$ cat src/rtl/serial_word_collector.sv
// Serial-in, parallel-out word collector: LSB-first bits into BITS-wide words,
// presented on a valid/ready holding register with sticky framing/overrun flags.
module serial_word_collector #(
    parameter int BITS = 4
) (
    input  logic            CLK,
    input  logic            RST_N,
    input  logic            SI,
    input  logic            En,
    input  logic            Sync,
    input  logic            Ready,
    input  logic            Clr,
    output logic [BITS-1:0] Data,
    output logic            Valid,
    output logic            Overrun,
    output logic            FrameErr,
    output logic            Busy
);

    localparam int CW = $clog2(BITS + 1);

    if (BITS < 2) begin : g_bits_check
        $error("serial_word_collector: BITS must be >= 2");
    end

    typedef enum logic {
        IDLE  = 1'b0,
        SHIFT = 1'b1
    } state_e;

    state_e          state_q, state_d;
    logic [BITS-1:0] sr_q, sr_d;
    logic [CW-1:0]   cnt_q, cnt_d;
    logic [BITS-1:0] data_q, data_d;
    logic            valid_q, valid_d;
    logic            ovr_q, ovr_d;
    logic            ferr_q, ferr_d;

    logic            last_bit;
    logic            done;
    logic            ferr_set;
    logic            ovr_set;
    logic [BITS-1:0] word;

    assign word     = {SI, sr_q[BITS-1:1]};
    assign last_bit = (cnt_q == CW'(BITS - 1));

    always_ff @(posedge CLK or negedge RST_N) begin
        if (!RST_N) begin
            state_q <= IDLE;
        end else begin
            state_q <= state_d;
        end
    end

    always_comb begin
        state_d = state_q;
        unique case (state_q)
            IDLE: begin
                if (En && Sync) begin
                    state_d = SHIFT;
                end
            end
            SHIFT: begin
                if (En && !Sync && last_bit) begin
                    state_d = IDLE;
                end
            end
            default: state_d = IDLE;
        endcase
    end

    always_comb begin
        Busy = (state_q == SHIFT);
    end

    // Shift register, bit counter and word-completion detection
    always_comb begin
        sr_d     = sr_q;
        cnt_d    = cnt_q;
        done     = 1'b0;
        ferr_set = 1'b0;
        if (En) begin
            if (Sync) begin
                sr_d     = {SI, {(BITS-1){1'b0}}};
                cnt_d    = CW'(1);
                ferr_set = (state_q == SHIFT);
            end else if (state_q == SHIFT) begin
                sr_d = word;
                if (last_bit) begin
                    cnt_d = '0;
                    done  = 1'b1;
                end else begin
                    cnt_d = cnt_q + CW'(1);
                end
            end
        end
    end

    // Holding register; a consumed slot may be refilled in the same cycle
    always_comb begin
        data_d  = data_q;
        valid_d = valid_q;
        ovr_set = 1'b0;
        if (done) begin
            if (!valid_q || Ready) begin
                data_d  = word;
                valid_d = 1'b1;
            end else begin
                ovr_set = 1'b1;
            end
        end else if (valid_q && Ready) begin
            valid_d = 1'b0;
        end
        ovr_d  = ovr_set | (ovr_q & ~Clr);
        ferr_d = ferr_set | (ferr_q & ~Clr);
    end

    always_ff @(posedge CLK or negedge RST_N) begin
        if (!RST_N) begin
            sr_q    <= '0;
            cnt_q   <= '0;
            data_q  <= '0;
            valid_q <= 1'b0;
            ovr_q   <= 1'b0;
            ferr_q  <= 1'b0;
        end else begin
            sr_q    <= sr_d;
            cnt_q   <= cnt_d;
            data_q  <= data_d;
            valid_q <= valid_d;
            ovr_q   <= ovr_d;
            ferr_q  <= ferr_d;
        end
    end

    assign Data     = data_q;
    assign Valid    = valid_q;
    assign Overrun  = ovr_q;
    assign FrameErr = ferr_q;

endmodule
$ cat config.mk
export PLATFORM = sky130hd
export DESIGN_NAME = serial_word_collector
export DESIGN_NICKNAME = d
export VERILOG_FILES = /design/src/rtl/serial_word_collector.sv
export SDC_FILE = /design/constraint.sdc
export NUM_CORES = 1
export LEC_CHECK = 0
export ABC_AREA = 1
export CORE_MARGIN = 1.5
export CORE_UTILIZATION = 29
export CTS_CLUSTER_DIAMETER = 40
export DETAILED_ROUTE_END_ITERATION = 16
export HOLD_SLACK_MARGIN = 0.02
export PLACE_DENSITY = 0.51
export SLEW_MARGIN = 20
export SYNTH_ARGS = -nofsm -noshare
export SYNTH_HDL_FRONTEND = slang
export SYNTH_SLANG_ARGS = --single-unit
$ cat constraint.sdc
create_clock -name CLK -period 0.9 [get_ports CLK]
set_input_delay 0.09 -clock CLK [delete_from_list [all_inputs] [get_ports CLK]]
set_output_delay 0.09 -clock CLK [all_outputs]
set_load 0.01 [all_outputs]
After elaboration in Yosys (flattened, before gate mapping)
Cells that the tools add are included.
Operators by class
  equal/unequal tests: 2
  add/sub/neg operators: 1
  multiplexer cells: 19
  reduce and logical (&&, ||, !) cells: 12
  bitwise operators: 6
Operators by type and width (number)
  1-bit 2-to-1 mux: 13
  3-bit 2-to-1 mux: 3
  4-bit 2-to-1 mux: 2
  2-bit AND reduction: 3
  1-bit logical AND: 4
  2-bit nonzero test: 2
  3-bit by 1-bit adder with 3-bit output (second input constant): 1
  3-bit by 2-bit equality test with 1-bit output (second input constant): 1
  1-bit bitwise AND: 2
  1-bit zero test: 2
  2-bit by 1-bit inequality test with 1-bit output (second input constant): 1
  1-bit NOT: 2
  1-bit OR: 2
  1-bit one-hot mux with 2 select lines: 1
  1-bit logical OR: 1
Word-level totals
  bits in registers: 15
  word-level logic and storage cells: 47

Depth between registers and ports, before layout
  word-level depth: 7
  mapped depth: 6
  gate-level depth less buffers: 6

Worst setup path before layout
OpenSTA, ideal clock, no wires.
  kind: reg-to-reg
  from: reg cnt_q[0]
  to: reg data_q[0], in the netlist Data[0]
  period minus slack after synthesis: 1.033 ns
  slack: -0.133 ns
  path buffers: 0
  data arrival time: 0.915 ns
  cell stages (with the launch flop): 7
  cell sequence: dfrtp_1 > ha_1 > inv_2 > nor2_4 > nand3_4 > nand2_1 > nand2_1
On the way
  word-level cells in the longest chain between the ends: 6
RTL lines
  from (decl): line 33  | logic [CW-1:0] cnt_q, cnt_d;
  from (signal assigned): line 129  | cnt_q <= cnt_d;
  3-bit by 2-bit equality test with 1-bit output: line 46  | assign last_bit = (cnt_q == CW'(BITS - 1));
  1-bit 2-to-1 mux: line 90  | if (last_bit) begin
  1-bit 2-to-1 mux: line 88  | end else if (state_q == SHIFT) begin
  1-bit 2-to-1 mux: line 84  | if (Sync) begin
  1-bit 2-to-1 mux: line 83  | if (En) begin
  2-bit AND reduction (no line)
  to (signal assigned): line 130  | data_q <= data_d;
  to (decl): line 34  | logic [BITS-1:0] data_q, data_d;
Every way passes these cells.
A chain may end at the register's enable or synchronous reset.

Worst setup path after layout
  from: reg cnt_q[1]
  to: reg data_q[2], in the netlist Data[2]
The elaborated chain is that of the path after synthesis.

==> summary.txt <==
STA
  • Final Hold Fails: 0
  • Final period utilization: 128.0%
  • Tmin final: 1.152 ns
  • Final worst setup slack: -0.2523 ns
  • Setup TNS: -1.980 ns
  • RSZ-0062 raised after global routing: yes
  • Final setup violation count: 14
  • Slew Limit Fails: 0
  • Post-Route Skew: 0.009783 ns
  • Highest clock rate: 867.8 MHz
  • Final hold slack: 0.1186 ns
  • Max-slew headroom: 81.44%
  • Tightest Pin Transition: 0.2777 ns

Final layout
  • Layout cells sized above 1: 39.58%
  • # diodes: 0
  • Final Net Count: 105
  • Non-filler cells, final: 123
  • P&R area growth vs syn: 46.43%

Critical path
  • Data required time of the worst path: 1.06 ns
  • Arr. time, crit path: 1.32 ns
  • Worst Setup Path Type: flip-flop to flip-flop
  • Setup crit end kind: flip-flop
  • CP max FO: 7
  • Startpoint types: flip-flop

CTS
  • CTS tree: done
  • CTS max path bufs: 2
  • Clock Tree Root: clkbuf_4
  • CTS H-tree lvls: 1
  • Clock Latency Late Sink: 0.27 ns
  • Clk sink count: 14
  • CTS buffer count: 3
  • # hold bufs at CTS: 0
  • Clock transition at the registers of the reported paths: 0.09 ns

Global route
  • Largest net degree at the start of global routing: 15
  • Number of global-route vias before repair: 507
  • Initial antenna violation count: 0
  • Gr usage total: 11.00%
  • GRT Residual Overflow: 0
  • Global-route wire length before repair: 2063 um

Power and ir drop
  • Part of the power in registers: 42.3%
  • Power share of the clock group: 17.9%
  • Max rail drop VDD: 1.153 mV
  • Gate power share: 39.7%
  • Pint: 1.356 mW
  • Psw: 719.8 uW
  • Sw frac: 34.67%
  • Static leakage: 0.4766 nW
  • Power Dens Cells: 2249 nW/um^2

Drt
  • Drt first pass iters: 3
  • DR WL/cell: 10.51 um
  • Routed vias/inst: 4.341
  • DR DRC count: 0
  • Antenna Nets Post-Route: 0
  • Detailed-route wire length: 1293 um
  • Initial DRC Count: 1
  • Routed via count: 534

Synthesis
  • Synthesized area per cell: 9.555 um^2
  • Post-synth EDFFs: 0
  • Yosys top cell by area: dfrtp_1
  • Yosys cell types: 17
  • Fraction of registers with async set/reset: 100.0%
  • Synth top area share: 55.56%
  • Mapped cell area: 630.6 um^2
  • Yosys reg bits: 14
  • Sequential area share after synthesis: 55.56%
  • Ys flop type: dfrtp_1
  • Mapped Cells: 66
  • Net Count, Synth: 74
  • Post-synth top cells: nand2_1, dfrtp_1, inv_1, nand3_1, nand4_1
  • Warnings, synthesis: 0
  • Count leader, synth: nand2_1
  • Area contributors post-synth: dfrtp_1, nand2_1, nand4_1, inv_1, nand3_1

Worst hold path
  • Min-delay worst type: input port to asynchronous set/reset pin

Place
  • Dpl cells: 115
  • Dpl ws: -0.3416 ns
  • DP HPWL: 881.2 um
  • Number of port buffers: 14
  • Routability cong.: 0.7444

Floorplanning
  • Core footprint: 2002 um^2
  • Die ar.: 2463 um^2
  • # IOs: 15
  • Row cnt: 16
  • Chip Width: 49.63 um
  • Die Y: 49.63 um
  • Initial Utilization: 31.50%

Job
  • Max Cap Viol: 0

Outcome
  • Status: finished, violations left
  • Failing checks: negative setup slack
==> final timing paths <==
path                                            from  cells after the start                   to  slack [ns]
worst max-delay path            cnt_q[1]$_DFFE_PN0P_                      6  Data[2]$_DFFE_PN0P_       -0.25
min in group CLK                                  SI                      3  sr_q[3]$_DFFE_PN0P_        0.39
worst min register to register   Data[1]$_DFFE_PN0P_                      2  Data[1]$_DFFE_PN0P_        0.48
worst max register to register  cnt_q[1]$_DFFE_PN0P_                      6  Data[2]$_DFFE_PN0P_       -0.25
worst min-delay path                           RST_N                      2       Busy$_DFF_PN0_        0.12
max in group asynchronous                      RST_N                      2       Busy$_DFF_PN0_        0.60
==> cell usage in the layout (no fill, tap or decap), types with 2 or more instances in the layout <==
cell type        instances
nand3_1                  3
o21ai_1                  3
buf_6                    3
buf_4                   10
clkdlybuf4s50_1          6
buf_2                    7
inv_1                    6
clkbuf_4                 3
dfrtp_1                 13
inv_2                    2
nand2_1                 21
nand2_4                  2
nand4_1                  4
nand2_2                  2
==> layer usage <==
layer	global-route usage, %	vias up	routed length, um
met1	13.93	243	596
met4	5.556	0	14
li1	-	279	-
met5	0	-	0
met2	17.33	10	624
met3	2.727	2	57
==> power groups by stage <==
stage / Combinational [mW] / Clock [mW] / Sequential, mW
finish: 0.825 / 0.373 / 0.879
global route: 0.903 / 0.417 / 0.902
CTS: 0.760 / 0.383 / 0.876
detailed placement: 0.784 / 0 / 0.893
global placement: 0.785 / 0 / 0.889
floorplan: 0.347 / 0 / 0.934
==> per-stage QoR <==
step	util [%]	area (um^2)	power, mW
after floorplan	-	634.4	1.280
after global placement	43.38	868.3	1.675
after detailed placement	43.38	868.3	1.677
after CTS	44.00	880.8	2.020
after global routing	46.13	923.4	2.222
final	46.13	923.4	2.076
==> sequential cells by signal (all words and copies together), names as in the netlist <==
signal,count
Overrun,1
Data,4
Busy,1
cnt_q,3
FrameErr,1
sr_q,3
Valid,1
==> worst max-delay path, cell delays in order (launching register included) <==
cell,delay [ns]
dfrtp_1,0.36
ha_2,0.19
inv_2,0.05
nor2_4,0.20
nand3_4,0.11
nand2_1,0.08
nand2_1,0.04
==> cell families after synthesis <==
logic type,synth area share [%]
buffers and inverters,5.357
DFF,55.56
adders and majority gates,1.984
AOI/OAI and AO/OA,5.357
and+or+nand+nor,31.75
==> layout make-up <==
cell class              instances  area (um^2)
multi-input cells              43        271.5
fillers                       209         1079
clock buffers                   4        26.28
well taps                      27        33.78
flip-flops and latches         14        351.6
inverters                       9        36.28
repair buffers                 26        203.9
==> what timing repair did <==
| action | CTS | global route |
|---|---|---|
| gates resized for setup | 38 | 5 |
| pin swaps | 5 | 5 |
| endpoints found under the setup margin | 21 | 21 |
| setup buffers | 1 | 4 |
(Power assumes the default switching activity.)
